File: config.mk
export PLATFORM = sky130hd
export DESIGN_NAME = bp_cce_hybrid_uc_resp_pipe
export DESIGN_NICKNAME = d
export VERILOG_FILES = /design/src/rtl/bp_cce_hybrid_uc_resp_pipe_pkg.sv /design/src/rtl/bp_cce_hybrid_uc_resp_pipe_fifo.sv /design/src/rtl/bp_cce_hybrid_uc_resp_pipe.sv
export SDC_FILE = /design/constraint.sdc
export NUM_CORES = 1
export LEC_CHECK = 0
export CAP_MARGIN = 0
export CORE_UTILIZATION = 43
export DETAILED_ROUTE_END_ITERATION = 7
export PLACE_DENSITY = 0.73
export SKIP_CTS_REPAIR_TIMING = 1
export SLEW_MARGIN = 20
export SYNTH_ARGS = -nofsm -noshare
export SYNTH_HDL_FRONTEND = slang
export SYNTH_HIERARCHICAL = 1
export SYNTH_SLANG_ARGS = --single-unit
File: constraint.sdc
create_clock -name clk_i -period 6.7 [get_ports clk_i]
set_input_delay 1.34 -clock clk_i [delete_from_list [all_inputs] [get_ports clk_i]]
set_output_delay 1.34 -clock clk_i [all_outputs]
set_load 0.005 [all_outputs]
File: src/rtl/bp_cce_hybrid_uc_resp_pipe_pkg.sv
// Types shared by the hybrid CCE uncached response pipe: BedRock mem/LCE headers,
// message enums and the mem-response to LCE-command translation.
package bp_cce_hybrid_uc_resp_pipe_pkg;

   localparam int paddr_width_gp  = 40;
   localparam int lce_id_width_gp = 4;
   localparam int cce_id_width_gp = 4;
   localparam int lce_assoc_gp    = 8;
   localparam int way_id_width_gp = $clog2(lce_assoc_gp);
   localparam int dword_width_gp  = 64;

   typedef enum logic [3:0] {
      e_bedrock_mem_rd    = 4'd0,
      e_bedrock_mem_wr    = 4'd1,
      e_bedrock_mem_uc_rd = 4'd2,
      e_bedrock_mem_uc_wr = 4'd3,
      e_bedrock_mem_pre   = 4'd4,
      e_bedrock_mem_amo   = 4'd5
   } bp_bedrock_mem_type_e;

   typedef enum logic [3:0] {
      e_bedrock_cmd_sync        = 4'd0,
      e_bedrock_cmd_set_clear   = 4'd1,
      e_bedrock_cmd_inv         = 4'd2,
      e_bedrock_cmd_st          = 4'd3,
      e_bedrock_cmd_data        = 4'd4,
      e_bedrock_cmd_st_wakeup   = 4'd5,
      e_bedrock_cmd_wb          = 4'd6,
      e_bedrock_cmd_st_wb       = 4'd7,
      e_bedrock_cmd_tr          = 4'd8,
      e_bedrock_cmd_st_tr       = 4'd9,
      e_bedrock_cmd_st_tr_wb    = 4'd10,
      e_bedrock_cmd_uc_data     = 4'd11,
      e_bedrock_cmd_uc_st_done  = 4'd12
   } bp_bedrock_cmd_type_e;

   typedef enum logic [2:0] {
      e_COH_I = 3'b000,
      e_COH_S = 3'b001,
      e_COH_E = 3'b010,
      e_COH_F = 3'b011,
      e_COH_M = 3'b110,
      e_COH_O = 3'b111
   } bp_coh_states_e;

   typedef enum logic [2:0] {
      e_bedrock_msg_size_1  = 3'd0,
      e_bedrock_msg_size_2  = 3'd1,
      e_bedrock_msg_size_4  = 3'd2,
      e_bedrock_msg_size_8  = 3'd3,
      e_bedrock_msg_size_16 = 3'd4,
      e_bedrock_msg_size_32 = 3'd5,
      e_bedrock_msg_size_64 = 3'd6
   } bp_bedrock_msg_size_e;

   typedef struct packed {
      logic                       uncached;
      bp_coh_states_e             state;
      logic [way_id_width_gp-1:0] way_id;
      logic [lce_id_width_gp-1:0] lce_id;
      logic [cce_id_width_gp-1:0] cce_id;
   } bp_bedrock_mem_payload_s;

   typedef struct packed {
      bp_bedrock_mem_payload_s   payload;
      bp_bedrock_msg_size_e      size;
      logic [paddr_width_gp-1:0] addr;
      bp_bedrock_mem_type_e      msg_type;
   } bp_bedrock_mem_header_s;

   typedef struct packed {
      logic [lce_id_width_gp-1:0] target;
      logic [way_id_width_gp-1:0] target_way_id;
      bp_coh_states_e             state;
      logic [way_id_width_gp-1:0] way_id;
      logic [cce_id_width_gp-1:0] src_id;
      logic [lce_id_width_gp-1:0] dst_id;
   } bp_bedrock_lce_cmd_payload_s;

   typedef struct packed {
      bp_bedrock_lce_cmd_payload_s payload;
      bp_bedrock_msg_size_e        size;
      logic [paddr_width_gp-1:0]   addr;
      bp_bedrock_cmd_type_e        msg_type;
   } bp_bedrock_lce_cmd_header_s;

   localparam int cce_mem_msg_header_width_lp = $bits(bp_bedrock_mem_header_s);
   localparam int lce_cmd_msg_header_width_lp = $bits(bp_bedrock_lce_cmd_header_s);

   typedef struct packed {
      logic                       supported;
      logic                       has_data;
      bp_bedrock_lce_cmd_header_s header;
   } uc_resp_xlate_s;

   // Unsupported response types come back with supported=0 and are dropped by the pipe.
   function automatic uc_resp_xlate_s uc_resp_xlate(input bp_bedrock_mem_header_s m);
      uc_resp_xlate_s x;
      x = '0;
      x.header.addr           = m.addr;
      x.header.size           = m.size;
      x.header.payload.dst_id = m.payload.lce_id;
      x.header.payload.src_id = m.payload.cce_id;
      x.header.payload.way_id = m.payload.way_id;
      case (m.msg_type)
         e_bedrock_mem_uc_rd: begin
            x.supported = 1'b1;
            x.has_data  = 1'b1;
            if (m.payload.uncached) begin
               x.header.msg_type = e_bedrock_cmd_uc_data;
            end else begin
               x.header.msg_type      = e_bedrock_cmd_data;
               x.header.payload.state = m.payload.state;
            end
         end
         e_bedrock_mem_amo: begin
            x.supported       = 1'b1;
            x.has_data        = 1'b1;
            x.header.msg_type = e_bedrock_cmd_uc_data;
         end
         e_bedrock_mem_uc_wr: begin
            x.supported       = 1'b1;
            x.header.msg_type = e_bedrock_cmd_uc_st_done;
         end
         default: ;
      endcase
      return x;
   endfunction

endpackage

File: src/rtl/bp_cce_hybrid_uc_resp_pipe_fifo.sv
// Small 1-read/1-write beat buffer with valid/yumi dequeue; ready_o is simply not-full,
// so a full buffer never takes an enqueue in the same cycle as a dequeue.
module bp_cce_hybrid_uc_resp_pipe_fifo #(
   parameter int width_p = 8,
   parameter int els_p   = 2
) (
   input  logic               clk_i,
   input  logic               reset_i,
   input  logic               v_i,
   input  logic [width_p-1:0] data_i,
   output logic               ready_o,
   output logic               v_o,
   output logic [width_p-1:0] data_o,
   input  logic               yumi_i
);

   localparam int ptr_w_lp = (els_p > 1) ? $clog2(els_p) : 1;
   localparam int cnt_w_lp = $clog2(els_p + 1);

   logic [width_p-1:0]  mem_r [els_p];
   logic [ptr_w_lp-1:0] rptr_r, wptr_r;
   logic [cnt_w_lp-1:0] count_r;
   logic                enq, deq;

   function automatic logic [ptr_w_lp-1:0] ptr_inc(input logic [ptr_w_lp-1:0] p);
      return (p == ptr_w_lp'(els_p - 1)) ? '0 : p + 1'b1;
   endfunction

   assign ready_o = (count_r != cnt_w_lp'(els_p));
   assign v_o     = (count_r != '0);
   assign data_o  = mem_r[rptr_r];
   assign enq     = v_i & ready_o;
   assign deq     = yumi_i & v_o;

   always_ff @(posedge clk_i or posedge reset_i) begin
      if (reset_i) begin
         rptr_r  <= '0;
         wptr_r  <= '0;
         count_r <= '0;
      end else begin
         if (enq) wptr_r <= ptr_inc(wptr_r);
         if (deq) rptr_r <= ptr_inc(rptr_r);
         if (enq && !deq)      count_r <= count_r + 1'b1;
         else if (!enq && deq) count_r <= count_r - 1'b1;
      end
   end

   always_ff @(posedge clk_i) begin
      if (enq) mem_r[wptr_r] <= data_i;
   end

endmodule

File: src/rtl/bp_cce_hybrid_uc_resp_pipe.sv
// Hybrid CCE uncached return path: buffers BedRock Stream mem responses and emits one
// BedRock Burst LCE command (uc data, uc store-done, or cacheable fill) per message.
//
// state   | meaning
// e_ready | head beat holds a new message; header offered (or unsupported beat dropped)
// e_data  | header accepted; streaming data beats through last
// e_drain | header-only message accepted; discarding its remaining beats
module bp_cce_hybrid_uc_resp_pipe
   import bp_cce_hybrid_uc_resp_pipe_pkg::*;
#(
   parameter int lce_data_width_p = dword_width_gp,
   parameter int mem_data_width_p = dword_width_gp,
   parameter int beat_fifo_els_p  = 2
) (
   input  logic                                   clk_i,
   input  logic                                   reset_i,
   output logic                                   empty_o,

   input  logic [cce_mem_msg_header_width_lp-1:0] mem_resp_header_i,
   input  logic [mem_data_width_p-1:0]            mem_resp_data_i,
   input  logic                                   mem_resp_v_i,
   output logic                                   mem_resp_ready_and_o,
   input  logic                                   mem_resp_last_i,

   output logic [lce_cmd_msg_header_width_lp-1:0] lce_cmd_header_o,
   output logic                                   lce_cmd_header_v_o,
   input  logic                                   lce_cmd_header_ready_and_i,
   output logic                                   lce_cmd_has_data_o,
   output logic [lce_data_width_p-1:0]            lce_cmd_data_o,
   output logic                                   lce_cmd_data_v_o,
   input  logic                                   lce_cmd_data_ready_and_i,
   output logic                                   lce_cmd_last_o
);

   if (mem_data_width_p != lce_data_width_p) begin : g_width_check
      $fatal(1, "mem_data_width_p must equal lce_data_width_p");
   end

   localparam int fifo_width_lp = 1 + cce_mem_msg_header_width_lp + mem_data_width_p;

   typedef enum logic [1:0] {e_ready, e_data, e_drain} state_e;

   state_e                      state_r, state_n;
   logic                        fifo_ready, head_v, yumi;
   logic [fifo_width_lp-1:0]    head;
   logic                        head_last;
   bp_bedrock_mem_header_s      head_hdr;
   logic [mem_data_width_p-1:0] head_data;
   uc_resp_xlate_s              xl;
   logic                        in_ready_en_r;

   // Holds off input acceptance during reset without using reset_i as a data signal.
   always_ff @(posedge clk_i or posedge reset_i) begin
      if (reset_i) in_ready_en_r <= 1'b0;
      else         in_ready_en_r <= 1'b1;
   end

   assign mem_resp_ready_and_o = fifo_ready & in_ready_en_r;

   bp_cce_hybrid_uc_resp_pipe_fifo #(
      .width_p (fifo_width_lp),
      .els_p   (beat_fifo_els_p)
   ) beat_fifo (
      .clk_i   (clk_i),
      .reset_i (reset_i),
      .v_i     (mem_resp_v_i & mem_resp_ready_and_o),
      .data_i  ({mem_resp_last_i, mem_resp_header_i, mem_resp_data_i}),
      .ready_o (fifo_ready),
      .v_o     (head_v),
      .data_o  (head),
      .yumi_i  (yumi)
   );

   assign {head_last, head_hdr, head_data} = head;
   assign xl = uc_resp_xlate(head_hdr);

   assign lce_cmd_header_o   = xl.header;
   assign lce_cmd_has_data_o = xl.has_data;
   assign lce_cmd_data_o     = head_data;
   assign lce_cmd_last_o     = head_last;
   assign empty_o            = ~head_v & (state_r == e_ready);

   always_ff @(posedge clk_i or posedge reset_i) begin
      if (reset_i) state_r <= e_ready;
      else         state_r <= state_n;
   end

   always_comb begin
      state_n            = state_r;
      lce_cmd_header_v_o = 1'b0;
      lce_cmd_data_v_o   = 1'b0;
      yumi               = 1'b0;
      case (state_r)
         e_ready: begin
            if (head_v && !xl.supported) begin
               yumi = 1'b1;
            end else if (head_v) begin
               lce_cmd_header_v_o = 1'b1;
               if (lce_cmd_header_ready_and_i) begin
                  if (xl.has_data) begin
                     state_n = e_data;
                  end else begin
                     yumi = 1'b1;
                     if (!head_last) state_n = e_drain;
                  end
               end
            end
         end
         e_data: begin
            lce_cmd_data_v_o = head_v;
            if (head_v && lce_cmd_data_ready_and_i) begin
               yumi = 1'b1;
               if (head_last) state_n = e_ready;
            end
         end
         e_drain: begin
            yumi = head_v;
            if (head_v && head_last) state_n = e_ready;
         end
         default: state_n = e_ready;
      endcase
   end

endmodule

==> results of run 1 <==
## worst reg2reg max path: stages (launching register included)
cell and delay, ns:
dfrtp_4 0.72, buf_16 0.34, mux2_2 0.49, nand3b_2 0.15, o21ai_1 0.10, a221oi_2 0.23
nand2_1 0.11, ha_1 0.20, xor2_1 0.14, nor2_1 0.12, xor2_1 0.15
## cell type report
type	count	area [um2]
fillers	1614	8590
flip-flops and latches	261	7810
repair buffers	268	2690
multi-input cells	181	1790
clock buffers	46	820
well taps	280	350
clock inverters	6	35.0
inverters	4	15.0
## logic make-up (layout without fill, tap and decap cells)
| group | after synthesis | in the layout |
|---|---|---|
| flops | 261 | 261 |
| mux | 127 | 127 |
| simple gates | 30 | 30 |
| buf+inv | 26 | 324 |
| compound gates | 10 | 10 |
| xor+xnor | 5 | 5 |
| other cells | 2 | 8 |
| fa+ha+maj | 1 | 1 |
## registers in the layout, indices dropped and copies added (netlist names)
signal,flops
beat_fifo/wptr_r,1
beat_fifo/rptr_r,1
state_r,2
beat_fifo/count_r,2
in_ready_en_r,1
beat_fifo/mem_r,254
## per-stage QoR
step                total power (uW)  utilization, %  cell area [um2]  cells
global placement                3620            57.1            12600    993
finish                          5020            61.1            13500   1046
CTS                             5080            61.0            13500   1045
global route                    5240            61.1            13500   1046
detailed placement              3650            57.1            12600    993
floorplan                       2950               -             9830    468
## Yosys cell counts (all sizes together)
cell      n
nor4      1
nand2     3
mux2    127
xor2      2
conb      2
o21ai     3
nor2      4
nor3      3
a41o      1
dfrtp     7
ha        1
nor2b     4
and3      3
a31oi     2
xnor2     3
edfxtp  254
a221oi    1
or2       1
nand2b    4
a21oi     2
buf      14
nand3b    2
and2      5
clkbuf    8
inv       4
a211oi    1
## final timing paths
kind / slack, ns / depth (start not counted) / start / endpoint
worst max-delay path: 2.25 / 6 / beat_fifo/rptr_r / lce_cmd_header_o[60]
worst min-delay path: 0.50 / 1 / beat_fifo/count_r[1] / beat_fifo/count_r[1]
worst max register to register: 3.87 / 10 / beat_fifo/rptr_r / beat_fifo/count_r[1]
worst min register to register: 0.50 / 1 / beat_fifo/count_r[1] / beat_fifo/count_r[1]
max in group asynchronous: 5.50 / 2 / reset_i / beat_fifo/rptr_r
min in group asynchronous: 1.02 / 2 / reset_i / in_ready_en_r
## routing by layer
| metal | vias to the layer above | global-route usage [%] | wire, um |
|---|---|---|---|
| li1 | 2369 | - | - |
| met1 | 2487 | 18.7 | 7390 |
| met2 | 206 | 26.5 | 9130 |
| met3 | 50 | 5.36 | 1520 |
| met4 | 0 | 5.92 | 669 |
| met5 | - | 0 | 0 |
## power groups by stage
stage	Combinational (uW)	Sequential, uW	Clock [uW]
final	1480	2130	1410
after global routing	1580	2160	1500
after CTS	1430	2200	1450
after detailed placement	1420	2230	0
after global placement	1400	2210	0
after floorplan	821	2130	0
==> impl_metrics.env, run 1 <==
export IMPL_status="finished clean"
export IMPL_hold_class="flop to flop"
export IMPL_grt_max_degree=85
export IMPL_final_common_cell="clkdlybuf4s50_1"
export IMPL_yosys_cell_types_count=31
export IMPL_overflow=0
export IMPL_setup_violations_final=0
export IMPL_grt_pass1_vias=5422
export IMPL_clock_skew_ns=0.00593
export IMPL_synth_area_top_cells="edfxtp_1 (78%), mux2_2 (15%), dfrtp_1 (1.8%), clkbuf_8 (1.1%), buf_6 (0.69%)"
export IMPL_synthMuxAreaShare_pct=14.6
export IMPL_cts_inserted_buffers=28
export IMPL_synth_xor_area_share_pct=0.446
export IMPL_die_area_um2=23400
export IMPL_fin_ws_ns=2.25
export IMPL_grt_pass1_wl_mm=28.8
export IMPL_cp_arrival_ns=3.11
export IMPL_drive_above_1_share_pct=23.5
export IMPL_p_int_uw=3780
export IMPL_vias=5112
export IMPL_drt_initial_drc_count=177
export IMPL_dp_slack_ns=2.45
export IMPL_synth_compound_area_share_pct=0.765
export IMPL_start_util_pct=44.4
export IMPL_clockPowerShare_pct=28.0
export IMPL_cap_violations=0
export IMPL_final_cell_mix="clkdlybuf4s50_1 (262), edfxtp_1 (254), mux2_2 (127)"
export IMPL_synth_top_cell_area_share_pct=77.8
export IMPL_ant_nets=0
export IMPL_p_sw_uw=1240
export IMPL_drt_pass1_iterations=4
export IMPL_chipHeight_um=153
export IMPL_critPathKind="flop to primary output"
export IMPL_grtUsageTotal_pct=15.7
export IMPL_port_buffers=262
export IMPL_finalWirelength_mm=18.7
export IMPL_num_rows=54
export IMPL_io_pins=270
export IMPL_num_nets_final=877
export IMPL_slew_violations=0
export IMPL_core_um2=22100
export IMPL_drc=0
export IMPL_antenna_found_initial=0
export IMPL_period_share_pct=66.5
export IMPL_synth_fa_ha_area_share_pct=0.128
export IMPL_worst_ir_drop_vdd_mv=0.272
export IMPL_synth_area_per_cell_um2=21.2
export IMPL_n_antenna_cell=0
export IMPL_required_ns=5.36
export IMPL_clockBufferDepth=3
export IMPL_place_hpwl_mm=12.1
export IMPL_p_seq_share_pct=42.5
export IMPL_yosysSeqAreaShare_pct=79.6
export IMPL_via_per_inst=4.89
export IMPL_ys_warn_count=6
export IMPL_routabilityCongestion=0.789
export IMPL_path_delay_family="buffers and inverters"
export IMPL_yosysTopAreaCell="edfxtp_1"
export IMPL_p_leak_uw=0.00455
export IMPL_timing_fmax_ghz=0.225
export IMPL_h_tree_depth=1
export IMPL_syn_area_um2=9810
export IMPL_ys_ff_latch=261
export IMPL_cp_slowest_cell="dfrtp_4"
export IMPL_synth_simple_area_share_pct=1.88
export IMPL_finalHoldViolCount=0
export IMPL_tightest_slew_ns=1.03
export IMPL_min_period_ns=4.45
export IMPL_clk_pin_slew_ns=0.06
export IMPL_insertion_delay_ns=0.52
export IMPL_hold_slack_ns=0.502
export IMPL_critPathMaxStageDelay_ns=0.72
export IMPL_syn2layout_area_growth_pct=37.7
export IMPL_die_x_um=153
export IMPL_worstPathCellList="buf_16 > mux2_2 > nand2b_2 > nor4_2 > and2_1 > clkdlybuf4s50_1"
export IMPL_powerDensity_nw_per_um2=372
export IMPL_synthCells=462
export IMPL_wl_per_cell_um=17.9
export IMPL_slew_headroom_pct=31.5
export IMPL_switching_share_pct=24.7
export IMPL_cts_root_buffer_cell="clkbuf_16"
export IMPL_power_frac_comb_pct=29.5
export IMPL_cts_sinks=261
export IMPL_rsz0062_at_grt="false"
export IMPL_cp_num_buf_inv=2
export IMPL_final_setup_tns_ns=0
export IMPL_cp_end_kind="primary output"
export IMPL_critPathMaxFanout=53
export IMPL_synth_top_family_by_area="multiplexers"
export IMPL_cp_start_kind="flop"
export IMPL_cts_tree="done"
Power figures use the tool's default switching activity.
==> inputs of run 2 (changes only) <==
==> constraint.sdc (replaced) <==
create_clock -name clk_i -period 3.9 [get_ports clk_i]
set_input_delay 0.78 -clock clk_i [delete_from_list [all_inputs] [get_ports clk_i]]
set_output_delay 0.78 -clock clk_i [all_outputs]
set_load 0.005 [all_outputs]
==> impl_metrics.env, run 2 (synthesis gave the netlist of run 1 again) <==
export IMPL_port_buffers=262
export IMPL_drt_pass1_iterations=4
export IMPL_clockBufferDepth=3
export IMPL_clockPowerShare_pct=27.9
export IMPL_io_pins=270
export IMPL_h_tree_depth=1
export IMPL_start_util_pct=44.4
export IMPL_grt_max_degree=65
export IMPL_p_int_uw=6470
export IMPL_rsz0062_at_grt="false"
export IMPL_clock_skew_ns=0.0174
export IMPL_required_ns=3.12
export IMPL_cp_start_kind="flop"
export IMPL_cap_violations=0
export IMPL_drc=0
export IMPL_top_regs="beat_fifo/mem_r x254, beat_fifo/count_r x2, state_r x2"
export IMPL_p_seq_share_pct=42.1
export IMPL_p_sw_uw=2160
export IMPL_antenna_found_initial=1
export IMPL_powerDensity_nw_per_um2=639
export IMPL_drt_initial_drc_count=223
export IMPL_largest_register_ffs=254
export IMPL_cp_arrival_ns=2.68
export IMPL_cts_root_buffer_cell="clkbuf_16"
export IMPL_grt_pass1_vias=5552
export IMPL_setup_violations_final=0
export IMPL_period_share_pct=88.7
export IMPL_finalWirelength_mm=18.9
export IMPL_fillers=1587
export IMPL_die_area_um2=23400
export IMPL_chipHeight_um=153
export IMPL_grt_pass1_wl_mm=29.8
export IMPL_timing_fmax_ghz=0.289
export IMPL_switching_share_pct=25.0
export IMPL_power_frac_comb_pct=30.0
export IMPL_slew_violations=0
export IMPL_min_period_ns=3.46
export IMPL_final_common_cell="clkdlybuf4s50_1"
export IMPL_final_cell_mix="clkdlybuf4s50_1 (262), edfxtp_1 (254), mux2_2 (127)"
export IMPL_rrSetupSlack_ns=1.48
export IMPL_hold_class="input port to asynchronous set/reset pin"
export IMPL_critPathKind="flop to primary output"
export IMPL_via_per_inst=4.97
export IMPL_place_hpwl_mm=12.4
export IMPL_syn2layout_area_growth_pct=37.7
export IMPL_num_nets_final=876
export IMPL_cts_inserted_buffers=27
export IMPL_r2r_start="beat_fifo/rptr_r"
export IMPL_overflow=0
export IMPL_drive_above_1_share_pct=23.7
export IMPL_vias=5182
export IMPL_worst_ir_drop_vdd_mv=0.423
export IMPL_routabilityCongestion=0.756
export IMPL_slew_headroom_pct=58.2
export IMPL_critPathMaxFanout=47
export IMPL_status="finished clean"
export IMPL_clk_pin_slew_ns=0.06
export IMPL_insertion_delay_ns=0.52
export IMPL_largest_register="beat_fifo/mem_r"
export IMPL_finalHoldViolCount=0
export IMPL_wl_per_cell_um=18.2
export IMPL_num_rows=54
export IMPL_ff2ff_path_depth=9
export IMPL_cts_tree="done"
export IMPL_r2r_end="beat_fifo/count_r[1]"
export IMPL_die_x_um=153
export IMPL_cp_end_kind="primary output"
export IMPL_grtUsageTotal_pct=16.1
export IMPL_cts_sinks=261
export IMPL_tightest_slew_ns=0.628
export IMPL_p_leak_uw=0.00455
export IMPL_final_setup_tns_ns=0
export IMPL_ant_nets=0
export IMPL_core_um2=22100
export IMPL_n_antenna_cell=0
export IMPL_power_uw=8630
-- run 2: cell count changes in the layout (fill, tap and decap cells not counted), sizes merged --
cell	delta
clkbuf	-14
bufinv	+2
inv	+1
clkinv	+8
-- run 2: metrics by stage --
step	hold WS (ns)	utilization, %	setup slack (ns)	cell area (um2)	instances
floorplan	0.456	-	0.536	9840	468
global placement	0.478	57.4	1.00	12700	994
detailed placement	0.477	57.4	0.979	12700	994
CTS	0.431	61.1	0.406	13500	1043
global route	0.444	61.1	0.292	13500	1043
finish	0.451	61.1	0.442	13500	1043
-- run 2: worst max path at each step --
stage	from	to	cells past startpoint
2_1_floorplan	mem_resp_v_i	beat_fifo/mem_r[0][0]	3
3_3_place_gp	beat_fifo/rptr_r	lce_cmd_header_o[58]	5
3_5_place_dp	beat_fifo/rptr_r	lce_cmd_header_o[60]	5
4_1_cts	beat_fifo/rptr_r	lce_cmd_header_o[60]	5
5_1_grt	beat_fifo/rptr_r	lce_cmd_header_o[1]	5
6_report	beat_fifo/rptr_r	lce_cmd_data_o[1]	3
-- run 2: power by group through the flow --
stage / registers [uW] / clock network (uW) / logic, uW
6_report: 3630 / 2410 / 2590
3_5_place_dp: 3700 / 0 / 2600
3_3_place_gp: 3670 / 0 / 2560
4_1_cts: 3640 / 2460 / 2630
2_1_floorplan: 3640 / 0 / 1410
5_1_grt: 3670 / 2570 / 2760
-- run 2: layout make-up --
class | instances | area [um2] | area share, %
clock buffer | 32 | 694 | 5.14
inverter | 4 | 15.0 | 0.111
sequential | 261 | 7810 | 57.8
multi-input combinational | 181 | 1790 | 13.2
timing repair buffer | 268 | 2720 | 20.1
tap | 280 | 350 | 2.59
clock inverter | 17 | 134 | 0.991
-- run 2: metal layers --
metal	wire length, um	global-route usage [%]
met1	7690	19.9
met2	9260	27.1
met3	1360	4.76
met4	629	5.48
met5	0	0
-- run 2: critical path, cell delays in order (launching register included) --
cell,delay [ns]
dfrtp_4,0.63
buf_4,0.57
mux2_2,0.42
clkdlybuf4s50_1,0.47
